`src/rtl/cpu_ctrl_pkg.sv`:
```
// Shared definitions for the CPU control unit: step-sequencer state encoding
// and the default step-index width.
package cpu_ctrl_pkg;

  localparam int SEL_WIDTH_DEFAULT = 4;

  typedef enum logic {
    ST_IDLE = 1'b0,
    ST_RUN  = 1'b1
  } state_t;

endpackage : cpu_ctrl_pkg

```
`src/rtl/onehot_decoder.sv`:
```
// Purely combinational index to one-hot map (N to 2^N), used on the
// sequencer's next-state count so the strobe can be registered.
module onehot_decoder #(
  parameter int SEL_WIDTH = 4
) (
  input  logic [SEL_WIDTH-1:0]      i_sel,
  output logic [(2**SEL_WIDTH)-1:0] o_onehot
);

  always_comb begin
    // NOTE: assign a default before any selective write so no latch is inferred.
    o_onehot        = '0;
    o_onehot[i_sel] = 1'b1;
  end

endmodule : onehot_decoder

```
`src/rtl/control_step_sequencer.sv`:
```
// Control-step generator: step counter plus one-hot decode, giving registered
// glitch-free T0..T(2^N-1) strobes with stall, branch and abort controls.
module control_step_sequencer
  import cpu_ctrl_pkg::*;
#(
  parameter int SEL_WIDTH = SEL_WIDTH_DEFAULT,
  // Derived from SEL_WIDTH; leave at its default.
  parameter int OUT_WIDTH = 2**SEL_WIDTH
) (
  input  logic                 clock,
  input  logic                 reset,
  input  logic                 start,
  input  logic                 advance,
  input  logic                 abort,
  input  logic                 load,
  input  logic [SEL_WIDTH-1:0] loadStep,
  input  logic [SEL_WIDTH-1:0] lastStep,
  output logic [OUT_WIDTH-1:0] stepOutput,
  output logic [SEL_WIDTH-1:0] stepCount,
  output logic                 active,
  output logic                 done
);

  state_t               r_state;
  logic [SEL_WIDTH-1:0] r_count;
  logic [SEL_WIDTH-1:0] r_last;
  logic [OUT_WIDTH-1:0] r_step_out;
  logic                 r_done;

  state_t               w_state_nxt;
  logic [SEL_WIDTH-1:0] w_count_nxt;
  logic [SEL_WIDTH-1:0] w_last_nxt;
  logic                 w_done_nxt;
  logic [OUT_WIDTH-1:0] w_onehot;
  logic [OUT_WIDTH-1:0] w_step_out_nxt;
  logic                 w_complete;

  // Completion is the final step being advanced past while running.
  assign w_complete = (r_state == ST_RUN) && advance && (r_count == r_last);

  always_comb begin
    w_state_nxt = r_state;
    w_count_nxt = r_count;
    w_last_nxt  = r_last;
    w_done_nxt  = 1'b0;

    if (abort) begin
      w_state_nxt = ST_IDLE;
      w_count_nxt = '0;
    end else if (load) begin
      w_state_nxt = ST_RUN;
      w_count_nxt = loadStep;
      if (r_state == ST_IDLE) w_last_nxt = lastStep;
    end else if (start) begin
      // A restart on the completing cycle still reports the completion.
      w_state_nxt = ST_RUN;
      w_count_nxt = '0;
      w_last_nxt  = lastStep;
      w_done_nxt  = w_complete;
    end else if (w_complete) begin
      w_state_nxt = ST_IDLE;
      w_count_nxt = '0;
      w_done_nxt  = 1'b1;
    end else if ((r_state == ST_RUN) && advance) begin
      w_count_nxt = r_count + 1'b1;
    end
  end

  onehot_decoder #(
    .SEL_WIDTH (SEL_WIDTH)
  ) u_decoder (
    .i_sel    (w_count_nxt),
    .o_onehot (w_onehot)
  );

  assign w_step_out_nxt = (w_state_nxt == ST_RUN) ? w_onehot : '0;

  always_ff @(posedge clock or posedge reset) begin
    if (reset) begin
      r_state    <= ST_IDLE;
      r_count    <= '0;
      r_last     <= '0;
      r_step_out <= '0;
      r_done     <= 1'b0;
    end else begin
      // NOTE: non-blocking assignments so every flop samples pre-edge values.
      r_state    <= w_state_nxt;
      r_count    <= w_count_nxt;
      r_last     <= w_last_nxt;
      r_step_out <= w_step_out_nxt;
      r_done     <= w_done_nxt;
    end
  end

  assign stepOutput = r_step_out;
  assign stepCount  = r_count;
  assign active     = (r_state == ST_RUN);
  assign done       = r_done;

endmodule : control_step_sequencer

```
`config.mk`:
```
export PLATFORM = sky130hd
export DESIGN_NAME = control_step_sequencer
export DESIGN_NICKNAME = d
export VERILOG_FILES = /design/src/rtl/cpu_ctrl_pkg.sv /design/src/rtl/onehot_decoder.sv /design/src/rtl/control_step_sequencer.sv
export SDC_FILE = /design/constraint.sdc
export NUM_CORES = 1
export LEC_CHECK = 0
export ABC_CLOCK_PERIOD_IN_PS = 3500
export CAP_MARGIN = 20
export CELL_PAD_IN_SITES_DETAIL_PLACEMENT = 0
export CELL_PAD_IN_SITES_GLOBAL_PLACEMENT = 2
export CORE_ASPECT_RATIO = 0.75
export CORE_UTILIZATION = 30
export CTS_CLUSTER_SIZE = 40
export DETAILED_ROUTE_END_ITERATION = 8
export HOLD_SLACK_MARGIN = 0.08
export PLACE_DENSITY_LB_ADDON = 0.12
export SYNTH_ARGS = -nofsm -noshare
export SYNTH_HDL_FRONTEND = slang
export SYNTH_SLANG_ARGS = --single-unit
```
`constraint.sdc`:
```
create_clock -name clock -period 3.5 [get_ports clock]
set_clock_uncertainty 0.2 [all_clocks]
set_input_delay 1.05 -clock clock [delete_from_list [all_inputs] [get_ports clock]]
set_output_delay 1.05 -clock clock [all_outputs]
set_load 0.01 [all_outputs]
```
==> summary.md <==
| Metric | Value |
|---|---|
| Seq/Total Area, Yosys | 57.6% |
| Max-slew violations | 0 |
| Die H | 55.1 um |
| Post-synth EDFFs | 0 |
| Cell Area, Synth | 1130 sq um |
| Vias in the first global route | 792 |
| Max_cap viols | 0 |
| Worst Tran Pin Value | 0.712 ns |
| Placed Area | 1540 sq um |
| Most frequent cell after synthesis | dfrtp_1 |
| Netlist cell types | 25 |
| Top cell type by total area after synthesis | dfrtp_1 |
| Nets@finish | 151 |
| Clock power share | 35.4% |
| CP Max Fanout | 8 |
| Routed met2 length | 1.09 mm |
| Internal power | 527 uW |
| Initial DRC Count | 26 |
| IO buf count | 35 |
| # Post-CTS Setup Buffers | 0 |
| FFs w/ async S/R, synth | 100% |
| CTS sink count | 26 |
| Share of the synthesized area in the top cell type | 57.6% |
| Avg Cell Area, Syn | 11.6 sq um |
| Total wire length | 2.66 mm |
| WHS Path Cells | 1 |
| Fill cells | 318 |
| Synth Flop Type | dfrtp_1 |
| P per Cell Area | 431 nW/um^2 |
| # hold bufs at CTS | 0 |
| Worst Path Required | 3.43 ns |
| CP startpoint kind | primary input |
| Min-delay worst type | reg2reg |
| Global route total overflow | 0 |
| Reg2Reg Depth | 5 |
| H-tree level count | 1 |
| Die Wd | 72.9 um |
| Mapped Nets | 112 |
| Synthesized flop and latch total | 26 |
| Root Buffer | clkbuf_8 |
| RSZ-0062 raised after global routing | no |
| Dpl hpwl | 1.90 mm |
| Final Instance Area | 1610 sq um |
| # DRC | 0 |
| Switching Fraction | 24.2% |
| Met3 WL post-DR | 178 um |
| TritonCTS Buffers | 3 |
| Static leakage | 0.683 nW |
| Critical Path AT | 2.76 ns |
| Worst VDD drop | 0.291 mV |
| CTS-repair resized insts | 0 |
| Fin crit period | 2.83 ns |
| Fin. Hold Viols | 0 |
| Final core occ | 46.8% |
| Fraction of layout cells with a size suffix above 1 | 13.3% |
| First-pass GRT wire length | 4.10 mm |
| Met1 wire length | 1.38 mm |
| Commonest cells post-synth | 26 x dfrtp_1, 16 x nor4_1, 9 x nor2_1 |
| Worst-path clk slew | 0.09 ns |
| Longest Clk Path Bufs | 2 |
| Status | finished clean |
| Vias per Instance | 4.69 |
| RePlAce Congestion | 0.834 |
| Antenna violations before repair | 0 |
| First-pass DRT Iterations | 4 |
| Ys Warns | 0 |
| CP Capture Type | register |
| Dominant cells by area after synthesis | dfrtp_1 58%, nor4_1 8.9%, xor2_1 4.7%, mux2_2 4.0%, o31ai_2 3.3% |
| Initial Utilization | 32.8% |
| Clk Latency, worst-skew pair | 0.27 ns |
| Maximum clock frequency | 0.354 GHz |
| Rel. slew slack | 52.5% |
| IO Pins | 36 |
| Synth Instances | 97 |
| Fraction of power consumed by combinational cells | 17.2% |
| Final Setup Violations | 0 |
| Post-route setup TNS | 0 ns |
| Die area | 4020 sq um |
| Overall Global Routing Usage | 14.3% |
| Share of total power in sequential cells | 47.3% |
| Antenna Cells | 0 |
| Syn-to-layout area delta | 42.6% |
| Critical path type | in2reg |
| Fin crit share | 80.7% |
| # rows | 18 |
| CTS tree | built |
| Detail Route Antenna Nets | 0 |
| Pin count of the biggest net entering global routing | 27 |
| Vias | 867 |
| Switching power | 168 uW |
| Uppermost layer routed | met4 |
| Core area | 3450 sq um |
| Avg WL per Cell | 14.4 um |
-- worst max-delay path, cell delays in order --
cell	delay, ns
clkdlybuf4s50_1	0.48
nand2_1	0.12
nor2_1	0.26
a21oi_1	0.16
o22ai_1	0.59
nor4_1	0.11
-- power groups by stage --
stage,registers [mW],clock network (mW),logic [mW]
floorplan,0.337,0,0.0670
global placement,0.334,0,0.120
detailed placement,0.335,0,0.120
CTS,0.329,0.252,0.121
global route,0.331,0.261,0.132
finish,0.329,0.246,0.120
-- flip-flops by register name, summed over array words and instances (netlist names) --
register	flops
stepCount	4
r_last	4
done	1
stepOutput	16
active	1
-- cell type report --
class,instances,area (sq um),share of cell area (%)
clock buffer,3,41.3,2.56
clock inverter,1,30.0,1.86
inverter,3,11.3,0.699
multi-input combinational,64,443,27.5
sequential,26,651,40.4
tap,50,62.6,3.88
timing repair buffer,38,373,23.1
-- worst paths after layout --
check / slack (ns) / startpoint / to
worst min-delay path: 0.33 / r_last[3] / r_last[3]
worst max register to register: 1.33 / stepCount[0] / stepOutput[13]
min in group asynchronous: 0.94 / reset / stepOutput[5]
worst min register to register: 0.33 / r_last[3] / r_last[3]
max in group asynchronous: 1.90 / reset / r_last[2]
worst max-delay path: 0.67 / advance / stepOutput[13]
-- logic make-up after synthesis --
logic type / share of synthesized area [%]
buffers and inverters: 3.21
flip-flops: 57.6
adder cells (fa/ha/maj): 1.11
AO/OA/AOI/OAI: 9.41
XOR/XNOR: 5.43
AND/OR/NAND/NOR: 18.4
multiplexers: 4.87
-- metrics by stage --
stage               cells  setup slack, ns  power, mW  hold WS, ns
floorplan              97             1.04      0.404        0.300
global placement      181            0.441      0.454        0.312
detailed placement    181            0.411      0.455        0.314
CTS                   185            0.703      0.702        0.336
global route          185            0.512      0.724        0.360
finish                185            0.674      0.695        0.335
-- placed cells by master, fill, tap and decap left out --
cell              n
o31ai_2           3
a21oi_1           1
o22ai_1           1
a211oi_1          1
xnor2_1           1
o221ai_1          1
xor2_1            6
nand3_1           2
nor3_2            1
nand2b_1          1
nor4_1           16
nor2_1            9
nor3_1            1
clkbuf_8          3
a21o_4            1
ha_1              1
buf_4             3
mux2_2            4
nand2_1           8
or2_2             2
mux2i_1           1
bufinv_16         1
inv_1             3
dfrtp_1          26
o31a_1            3
clkdlybuf4s50_1  35
-- layer usage --
layer,GRT usage (%),up-vias
li1,-,427
met1,21.7,414
met2,19.3,24
met3,4.89,2
met4,2.94,0
met5,0,-
No activity file was read; power rests on OpenSTA's default activity.
